==> src/rtl/msrv32_wb_pkg.sv <==
// Shared encodings for the write-back stage: result-source select,
// load size, FSM state codes and the captured load context.
package msrv32_wb_pkg;

    localparam logic [2:0] WB_SEL_ALU  = 3'd0;
    localparam logic [2:0] WB_SEL_LOAD = 3'd1;
    localparam logic [2:0] WB_SEL_IMM  = 3'd2;
    localparam logic [2:0] WB_SEL_PC4  = 3'd3;
    localparam logic [2:0] WB_SEL_CSR  = 3'd4;

    localparam logic [1:0] LD_SIZE_BYTE = 2'd0;
    localparam logic [1:0] LD_SIZE_HALF = 2'd1;
    localparam logic [1:0] LD_SIZE_WORD = 2'd2;

    localparam logic [0:0] ST_IDLE      = 1'b0;
    localparam logic [0:0] ST_WAIT_LOAD = 1'b1;

    // Attributes of an outstanding load, held while waiting on memory
    typedef struct packed {
        logic [4:0] rd;
        logic       we;
        logic [1:0] size;
        logic       uns;
        logic [1:0] lsb;
    } ld_ctx_t;

    // Non-load result source; reserved codes fall back to the ALU result
    function automatic logic [31:0] wb_src_mux(
        input logic [2:0]  sel,
        input logic [31:0] alu,
        input logic [31:0] imm,
        input logic [31:0] pc4,
        input logic [31:0] csr
    );
        logic [31:0] r;
        case (sel)
            WB_SEL_IMM: r = imm;
            WB_SEL_PC4: r = pc4;
            WB_SEL_CSR: r = csr;
            default:    r = alu;
        endcase
        return r;
    endfunction

endpackage

==> src/rtl/msrv32_load_align.sv <==
// Load data alignment: picks the addressed byte/half out of the memory
// word and sign- or zero-extends it to 32 bits.
module msrv32_load_align
    import msrv32_wb_pkg::*;
(
    input  logic [31:0] rdata_i,
    input  logic [1:0]  size_i,
    input  logic        unsigned_i,
    input  logic [1:0]  lsb_i,
    output logic [31:0] data_o
);

    logic [7:0]  byte_v;
    logic [15:0] half_v;

    // Field selection and extension; size 3 behaves as a word
    always_comb begin
        case (lsb_i)
            2'd0:    byte_v = rdata_i[7:0];
            2'd1:    byte_v = rdata_i[15:8];
            2'd2:    byte_v = rdata_i[23:16];
            default: byte_v = rdata_i[31:24];
        endcase
        half_v = lsb_i[1] ? rdata_i[31:16] : rdata_i[15:0];
        case (size_i)
            LD_SIZE_BYTE: data_o = {{24{~unsigned_i & byte_v[7]}}, byte_v};
            LD_SIZE_HALF: data_o = {{16{~unsigned_i & half_v[15]}}, half_v};
            default:      data_o = rdata_i;
        endcase
    end

endmodule

==> src/rtl/msrv32_wb_stage.sv <==
// Write-back stage: selects the retiring result, waits on load data with a
// timeout, and drives a registered one-cycle register-file write.
module msrv32_wb_stage
    import msrv32_wb_pkg::*;
#(
    parameter int LOAD_TIMEOUT = 16,
    parameter int CNT_W        = 5
) (
    input  logic        ms_riscv32_mp_clk_in,
    input  logic        ms_riscv32_mp_rst_in,
    input  logic        valid_in,
    output logic        ready_out,
    input  logic [4:0]  rd_addr_in,
    input  logic        wr_en_in,
    input  logic [2:0]  wb_sel_in,
    input  logic [31:0] alu_result_in,
    input  logic [31:0] imm_in,
    input  logic [31:0] pc_plus_4_in,
    input  logic [31:0] csr_data_in,
    input  logic [1:0]  load_size_in,
    input  logic        load_unsigned_in,
    input  logic [1:0]  load_addr_lsb_in,
    input  logic [31:0] dmem_rdata_in,
    input  logic        dmem_rvalid_in,
    output logic [4:0]  rd_addr_out,
    output logic [31:0] rd_out,
    output logic        wr_en_out,
    output logic        load_err_out
);

    localparam logic [CNT_W-1:0] CNT_LAST = CNT_W'(LOAD_TIMEOUT - 1);

    logic [0:0]       state_q, state_d;
    logic [CNT_W-1:0] cnt_q, cnt_d;
    ld_ctx_t          ctx_q, ctx_d;
    logic [4:0]       rd_addr_q, rd_addr_d;
    logic [31:0]      rd_q, rd_d;
    logic             we_q, we_d;
    logic             err_q, err_d;
    logic [31:0]      ld_data;

    msrv32_load_align u_align (
        .rdata_i    (dmem_rdata_in),
        .size_i     (ctx_q.size),
        .unsigned_i (ctx_q.uns),
        .lsb_i      (ctx_q.lsb),
        .data_o     (ld_data)
    );

    assign ready_out    = (state_q == ST_IDLE);
    assign rd_addr_out  = rd_addr_q;
    assign rd_out       = rd_q;
    assign wr_en_out    = we_q;
    assign load_err_out = err_q;

    // Next-state: accept in IDLE, wait/complete/abort loads in WAIT_LOAD.
    // Address/data only move on an actual write so they hold otherwise.
    always_comb begin
        state_d   = state_q;
        cnt_d     = cnt_q;
        ctx_d     = ctx_q;
        rd_addr_d = rd_addr_q;
        rd_d      = rd_q;
        we_d      = 1'b0;
        err_d     = 1'b0;
        case (state_q)
            ST_IDLE: begin
                if (valid_in) begin
                    if (wb_sel_in == WB_SEL_LOAD) begin
                        ctx_d.rd   = rd_addr_in;
                        ctx_d.we   = wr_en_in;
                        ctx_d.size = load_size_in;
                        ctx_d.uns  = load_unsigned_in;
                        ctx_d.lsb  = load_addr_lsb_in;
                        cnt_d      = '0;
                        state_d    = ST_WAIT_LOAD;
                    end else if (wr_en_in && (rd_addr_in != 5'd0)) begin
                        we_d      = 1'b1;
                        rd_addr_d = rd_addr_in;
                        rd_d      = wb_src_mux(wb_sel_in, alu_result_in, imm_in,
                                               pc_plus_4_in, csr_data_in);
                    end
                end
            end
            default: begin
                // rvalid takes priority over a coincident timeout
                if (dmem_rvalid_in) begin
                    state_d = ST_IDLE;
                    cnt_d   = '0;
                    if (ctx_q.we && (ctx_q.rd != 5'd0)) begin
                        we_d      = 1'b1;
                        rd_addr_d = ctx_q.rd;
                        rd_d      = ld_data;
                    end
                end else if (cnt_q == CNT_LAST) begin
                    state_d = ST_IDLE;
                    cnt_d   = '0;
                    err_d   = 1'b1;
                end else begin
                    cnt_d = cnt_q + CNT_W'(1);
                end
            end
        endcase
    end

    // State and output registers with synchronous reset
    always_ff @(posedge ms_riscv32_mp_clk_in) begin
        if (ms_riscv32_mp_rst_in) begin
            state_q   <= ST_IDLE;
            cnt_q     <= '0;
            ctx_q     <= '0;
            rd_addr_q <= '0;
            rd_q      <= '0;
            we_q      <= 1'b0;
            err_q     <= 1'b0;
        end else begin
            state_q   <= state_d;
            cnt_q     <= cnt_d;
            ctx_q     <= ctx_d;
            rd_addr_q <= rd_addr_d;
            rd_q      <= rd_d;
            we_q      <= we_d;
            err_q     <= err_d;
        end
    end

endmodule
==> config.mk <==
export PLATFORM = sky130hd
export DESIGN_NAME = msrv32_wb_stage
export DESIGN_NICKNAME = d
export VERILOG_FILES = /design/src/rtl/msrv32_wb_pkg.sv /design/src/rtl/msrv32_load_align.sv /design/src/rtl/msrv32_wb_stage.sv
export SDC_FILE = /design/constraint.sdc
export NUM_CORES = 1
export LEC_CHECK = 0
export BUFFER_PORTS_ARGS = -buffer_cell sky130_fd_sc_hd__clkbuf_2
export CORE_MARGIN = 8
export CORE_UTILIZATION = 45
export DETAILED_ROUTE_END_ITERATION = 6
export PLACE_DENSITY = 0.76
export SKIP_LAST_GASP = 1
export SYNTH_ARGS = -nofsm -noshare
export SYNTH_HDL_FRONTEND = slang
export SYNTH_HIERARCHICAL = 1
export SYNTH_SLANG_ARGS = --single-unit
==> constraint.sdc <==
create_clock -name ms_riscv32_mp_clk_in -period 3.17 [get_ports ms_riscv32_mp_clk_in]
set_clock_uncertainty 0.1 [all_clocks]
set_input_delay 0.634 -clock ms_riscv32_mp_clk_in [delete_from_list [all_inputs] [get_ports ms_riscv32_mp_clk_in]]
set_output_delay 0.634 -clock ms_riscv32_mp_clk_in [all_outputs]
set_load 0.02 [all_outputs]
==> summary.md, run 1 <==
| Metric | Value |
|---|---|
| Run status | `completed` |
| Initial core utilization | `0.455` |
| Setup repair bufs after CTS | `0` |
| Sequential share of the synthesized area | `0.219` |
| Gr ovfl total | `0` |
| Ant diodes | `0` |
| Total core area | `11300 sq um` |
| Pre-CTS setup slack | `0.770 ns` |
| Root Driver | `clkbuf_16` |
| Slew Limit Fails | `0` |
| Vias/cell | `5.84` |
| Routed via count | `5526` |
| First-pass GRT wire length | `26.9 mm` |
| Post-layout util | `0.569` |
| Netlist Area Pre-Place | `5120 sq um` |
| VDD IR max | `0.000252 V` |
| Hold Buf Count CTS | `0` |
| WHS Endpoint | `rd_out[24]$_SDFFE_PP0P_` |
| FF-to-FF End | `rd_out[31]$_SDFFE_PP0P_` |
| TritonCTS clock tree | `built` |
| Non-filler cells, final | `946` |
| Number of global-route vias before repair | `5030` |
| CP cell instances | `inv_1, buf_4, clkbuf_2` |
| Layout cell share with drive strength beyond 1 | `0.359` |
| DR WL/cell | `19.0 um` |
| Setup slack after layout | `0.726 ns` |
| Arrival @ worst endpoint | `1.71 ns` |
| Routed Antenna Nets | `0` |
| # rows | `39` |
| CTS H-Tree Depth | `2` |
| Filler cell count | `1072` |
| Reg area | `1120 sq um` |
| RSZ-0062 raised after global routing | `no` |
| Total Routing Usage GR | `0.222` |
| Max Fclk | `0.409 GHz` |
| Synthesized area per cell | `8.06 sq um` |
| Library cells used by synthesis | `42` |
| Setup crit end kind | `output pin` |
| Drt drc | `0` |
| RR Startpoint | `ctx_q[4]$_SDFFE_PP0P_` |
| Worst R2R Path Depth | `6` |
| Post-CTS Resized | `0` |
| # setup viols final | `0` |
| WHS Path Cells | `2` |
| Startpoint types | `register` |
| Synth Warn # | `6` |
| Final TNS setup | `0 ns` |
| Multi-input logic area | `3490 sq um` |
| Max Cap Violations | `0` |
| Relative max-transition margin | `0.450` |
| Die width | `123 um` |
| Slew @ Worst Pin | `0.823 ns` |
| Layout Nets | `981` |
| Most common flop cell mapped by yosys | `dfxtp_1` |
| Placed wire-length estimate | `14.1 mm` |
| CP max-delay cell | `inv_1` |
| CTS Buf Count | `5` |
| I/O pin cnt | `218` |
| Tmin final | `2.44 ns` |
| CP Class | `register to output pin` |
| CTS clock-pin slew for the worst setup and hold paths | `0.08 ns` |
| Power density cells | `336 nW/um^2` |
| Synthesized Nets | `815` |
| Full die area | `15100 sq um` |
| Worst skew pair latency | `0.30 ns` |
| Initial antenna violation count | `0` |
| CTS Sinks | `56` |
| Pre-Repair DR Iteration Count | `5` |
| Synth Register Bits | `56` |
| WHS | `0.364 ns` |
| Largest net degree at the start of global routing | `97` |
| Hold Fails Final Rpt | `0` |
| Critical Path Max Stage Delay | `0.49 ns` |
| FF-to-FF setup slack | `0.87 ns` |
| Critical path peak fanout | `17` |
| Initial DRC count | `553` |
| Min-delay src | `rd_out[24]$_SDFFE_PP0P_` |
| Syn-to-layout area delta | `25.0%` |
| Worst hold-check path type | `register to register` |
| EDFF count, synth | `0` |
| Post-Syn Instances | `636` |
| Die extent in y | `123 um` |
| Async SR Flop Fraction | `0` |
| Detailed Route WL | `18.0 mm` |
| Clk buf depth | `2` |
| Count of port buffers added during placement | `217` |
| Gp weighted congestion | `0.939` |
| Crit share post-route | `0.771` |
| DP Cell Count | `938` |
| Leak Pwr | `2.52 nW` |
| CP Data Required Time | `2.44 ns` |
[Yosys cell counts (all sizes together), types with 4 or more instances]
| cell type | number | area, sq um |
|---|---|---|
| a21oi | 4 | 20.0 |
| a221oi | 32 | 405 |
| a22oi | 11 | 82.6 |
| a32oi | 32 | 288 |
| buf | 27 | 184 |
| clkbuf | 52 | 195 |
| dfxtp | 56 | 1120 |
| inv | 37 | 139 |
| mux2 | 7 | 78.8 |
| mux2i | 32 | 320 |
| nand2 | 26 | 97.6 |
| nand2b | 34 | 213 |
| nor2 | 23 | 86.3 |
| nor2b | 16 | 100 |
| nor3b | 95 | 713 |
| o211ai | 17 | 178 |
| o21ai | 66 | 334 |
| o221ai | 10 | 87.6 |
| o22a | 7 | 61.3 |
| o32ai | 31 | 272 |
[how the worst max path moves through the flow]
stage                                  start                       to  depth (start not counted)
final                     state_q$_SDFF_PP0_                ready_out                          3
after global routing      state_q$_SDFF_PP0_                ready_out                          3
after CTS                 state_q$_SDFF_PP0_                ready_out                          3
after detailed placement        wb_sel_in[0]   rd_out[1]$_SDFFE_PP0P_                          7
after global placement          wb_sel_in[2]   rd_out[3]$_SDFFE_PP0P_                          7
after floorplan                 wb_sel_in[2]  rd_out[12]$_SDFFE_PP0P_                          7
[routing by layer]
metal,share of wire,routed length (um),track usage
met5,0,0,0
met4,0.017,310,0.0533
met3,0.10,1870,0.0593
met2,0.46,8230,0.360
met1,0.42,7550,0.288
[layout by cell type (no fill, tap or decap), types with 2 or more instances in the layout]
cell / n
nor3b_1: 95
nand2b_1: 34
a32oi_1: 31
o22a_1: 7
a21oi_1: 4
nand3_1: 3
o221ai_1: 10
nor2_1: 23
buf_12: 3
o32ai_1: 31
o211ai_2: 10
o211ai_1: 7
mux2i_1: 32
clkbuf_2: 216
clkbuf_16: 5
a221oi_1: 12
bufinv_16: 2
buf_4: 18
a221oi_2: 20
dfxtp_1: 56
o21ai_0: 65
a22oi_1: 11
nand2_1: 26
mux2_2: 7
inv_1: 37
nor2b_1: 16
nor3_1: 3
nand3b_1: 2
[flip-flops by register name (all words and copies together), names as in the netlist]
signal        cells
state_q           1
rd_addr_out       5
ctx_q            11
wr_en_out         1
load_err_out      1
rd_out           32
cnt_q             5
[report_power, final]
| group | total (mW) | leakage, nW | internal, mW | switching (mW) |
|---|---|---|---|---|
| registers | 0.770 | 0.458 | 0.745 | 0.0249 |
| logic | 0.659 | 1.97 | 0.299 | 0.360 |
| clock network | 0.725 | 0.0944 | 0.456 | 0.269 |
| total | 2.15 | 2.52 | 1.50 | 0.654 |
[stage by stage]
stage | area, sq um | power [mW]
3_3_place_gp | 6210 | 1.43
5_1_grt | 6410 | 2.25
2_1_floorplan | 5120 | 1.19
4_1_cts | 6410 | 2.16
3_5_place_dp | 6210 | 1.44
6_report | 6410 | 2.15
[worst max-delay path: cells and delay by family, from the launching register on]
kind | cells | cell delay (ns)
buf+inv | 3 | 1.04
flops | 1 | 0.36
[cells by family after synthesis]
logic type                 synth area share
and+or+nand+nor                       0.250
muxes                                0.0779
AOI/OAI and AO/OA                     0.347
buffers and inverters                 0.102
xor gates and xnor gates            0.00171
DFF                                   0.219
adders and majority gates           0.00244
[layout make-up]
cell class / instances / share of cell area
multi-input combinational: 463 / 0.545
timing repair buffer: 238 / 0.200
sequential: 56 / 0.175
tap: 143 / 0.0279
inverter: 38 / 0.0223
clock buffer: 5 / 0.0195
clock inverter: 3 / 0.0107
(Power assumes the default switching activity.)
==> run 2, diff against run 1 <==
==> constraint.sdc (replaced) <==
create_clock -name ms_riscv32_mp_clk_in -period 2.4 [get_ports ms_riscv32_mp_clk_in]
set_clock_uncertainty 0.1 [all_clocks]
set_input_delay 0.48 -clock ms_riscv32_mp_clk_in [delete_from_list [all_inputs] [get_ports ms_riscv32_mp_clk_in]]
set_output_delay 0.48 -clock ms_riscv32_mp_clk_in [all_outputs]
set_load 0.02 [all_outputs]
==> run 2 against run 1 <==
Critical path depth increased by 2. First-iteration DRC count grew 29%. Combinational power grew 33%. Flip-flop and latch count did not move. Count of clock-buffer cells in the layout stayed put. Power is 24% higher. Clock power increased by 6.2%. Critical path type is now register to register. Setup slack worse by 0.49 ns. Non-clock buffer count grew 7.
==> summary.md, run 2 (synthesis gave the netlist of run 1 again) <==
| Metric | Value |
|---|---|
| Arrival @ worst endpoint | `2.27 ns` |
| Combinational Power Share | `0.329` |
| Worst hold-check path type | `input pin to register` |
| CP Class | `register to register` |
| RSZ-0062 raised after global routing | `no` |
| DP Cell Count | `945` |
| Pre-Repair DR Iteration Count | `5` |
| CTS H-Tree Depth | `2` |
| Run status | `completed` |
| Placed wire-length estimate | `14.0 mm` |
| CP endpoint | `rd_out[30]$_SDFFE_PP0P_` |
| FF-to-FF setup slack | `0.24 ns` |
| Critical path peak fanout | `16` |
| VDD IR max | `0.000356 V` |
| TritonCTS clock tree | `built` |
| Initial antenna violation count | `0` |
| Clk buf depth | `2` |
| Share of power burned in registers | `0.382` |
| Slew Limit Fails | `0` |
| Switching Fraction | `0.331` |
| Routed via count | `5560` |
| Int Pwr | `1.78 mW` |
| CTS Sinks | `56` |
| Commonest non-fill, non-tap cell in the layout | `clkbuf_2` |
| Non-filler cells, final | `953` |
| Slew @ Worst Pin | `0.698 ns` |
| FF-to-FF End | `rd_out[30]$_SDFFE_PP0P_` |
| DR WL/cell | `18.7 um` |
| Crit share post-route | `0.900` |
| Syn-to-layout area delta | `25.3%` |
| Total core area | `11300 sq um` |
| Ant diodes | `0` |
| Vias/cell | `5.83` |
| Clk pwr share | `0.289` |
| Largest net degree at the start of global routing | `129` |
| Total Routing Usage GR | `0.220` |
| Die width | `123 um` |
| Final TNS setup | `0 ns` |
| Crit path from | `ctx_q[3]$_SDFFE_PP0P_` |
| Layout Nets | `988` |
| Worst skew pair latency | `0.30 ns` |
| Detailed Route WL | `17.8 mm` |
| Gr ovfl total | `0` |
| Leak Pwr | `2.53 nW` |
| Initial DRC count | `711` |
| First-pass GRT wire length | `26.5 mm` |
| Placed cell area | `6270 sq um` |
| Die extent in y | `123 um` |
| Gp weighted congestion | `0.977` |
| CP Data Required Time | `2.51 ns` |
| Startpoint types | `register` |
| Number of global-route vias before repair | `4925` |
| Setup crit end kind | `register` |
| Post-layout util | `0.570` |
| # rows | `39` |
| Drt drc | `0` |
| CTS clock-pin slew for the worst setup and hold paths | `0.08 ns` |
| RR Startpoint | `ctx_q[3]$_SDFFE_PP0P_` |
| Max FFs per register | `32` |
| Most frequent cells in the layout | `clkbuf_2 (216), nor3b_1 (95), o21ai_0 (65)` |
| Full die area | `15100 sq um` |
| Filler cell count | `1076` |
| Net Switching | `880 uW` |
| I/O pin cnt | `218` |
| Max Fclk | `0.463 GHz` |
| Tmin final | `2.16 ns` |
| Layout cell share with drive strength beyond 1 | `0.364` |
| Initial core utilization | `0.455` |
| Setup repair bufs after CTS | `0` |
| WHS | `0.307 ns` |
| Hold Fails Final Rpt | `0` |
| Root Driver | `clkbuf_16` |
| CTS Buf Count | `5` |
| Count of port buffers added during placement | `217` |
| Worst R2R Path Depth | `5` |
| Routed Antenna Nets | `0` |
| Power density cells | `414 nW/um^2` |
| Post-CTS Resized | `0` |
| Hold Buf Count CTS | `0` |
| # setup viols final | `0` |
| Max Cap Violations | `0` |
| Relative max-transition margin | `0.534` |
| Post-route cell area | `6420 sq um` |
run 2: worst min-delay path by stage:
stage | from | to | cells after the start
2_1_floorplan | cnt_q[4]$_SDFFE_PP0P_ | load_err_out$_SDFF_PP0_ | 1
3_3_place_gp | rd_out[23]$_SDFFE_PP0P_ | rd_out[23]$_SDFFE_PP0P_ | 2
3_5_place_dp | rd_out[6]$_SDFFE_PP0P_ | rd_out[6]$_SDFFE_PP0P_ | 2
4_1_cts | load_size_in[0] | ctx_q[3]$_SDFFE_PP0P_ | 3
5_1_grt | load_unsigned_in | ctx_q[2]$_SDFFE_PP0P_ | 3
6_report | load_size_in[0] | ctx_q[3]$_SDFFE_PP0P_ | 3
run 2: per-layer routing:
metal	global-route usage	up-vias	routed length (um)
met5	0	-	0
met4	0.0457	0	245
met3	0.0529	21	1760
met2	0.351	224	8070
met1	0.294	2543	7760
li1	-	2772	-
run 2: final cells by class:
type / count / area, sq um / share of cell area
Multi-Input combinational cell: 463 / 3490 / 0.544
Sequential cell: 56 / 1120 / 0.175
Clock inverter: 3 / 27.5 / 0.00429
Inverter: 38 / 143 / 0.0222
Timing Repair Buffer: 245 / 1330 / 0.208
Tap cell: 143 / 179 / 0.0279
Clock buffer: 5 / 125 / 0.0195
run 2: power by group through the flow:
stage / Sequential (mW) / Combinational, mW / Clock (mW)
4_1_cts: 1.02 / 0.870 / 0.777
3_3_place_gp: 1.04 / 0.862 / 0
3_5_place_dp: 1.04 / 0.866 / 0
2_1_floorplan: 1.09 / 0.484 / 0
5_1_grt: 1.02 / 0.944 / 0.823
6_report: 1.02 / 0.874 / 0.770
run 2: stage by stage:
stage | setup slack [ns] | power [mW]
after floorplan | 0.416 | 1.58
after global placement | 0.229 | 1.90
after detailed placement | 0.163 | 1.90
after CTS | 0.238 | 2.66
after global routing | 0.120 | 2.79
final | 0.240 | 2.66
run 2: worst max-delay path: stages, from the launching register on:
cell and delay, ns:
dfxtp_1 0.38, inv_1 0.21, or3_1 0.73, o211ai_1 0.23, o21ai_0 0.14, a221oi_1 0.26
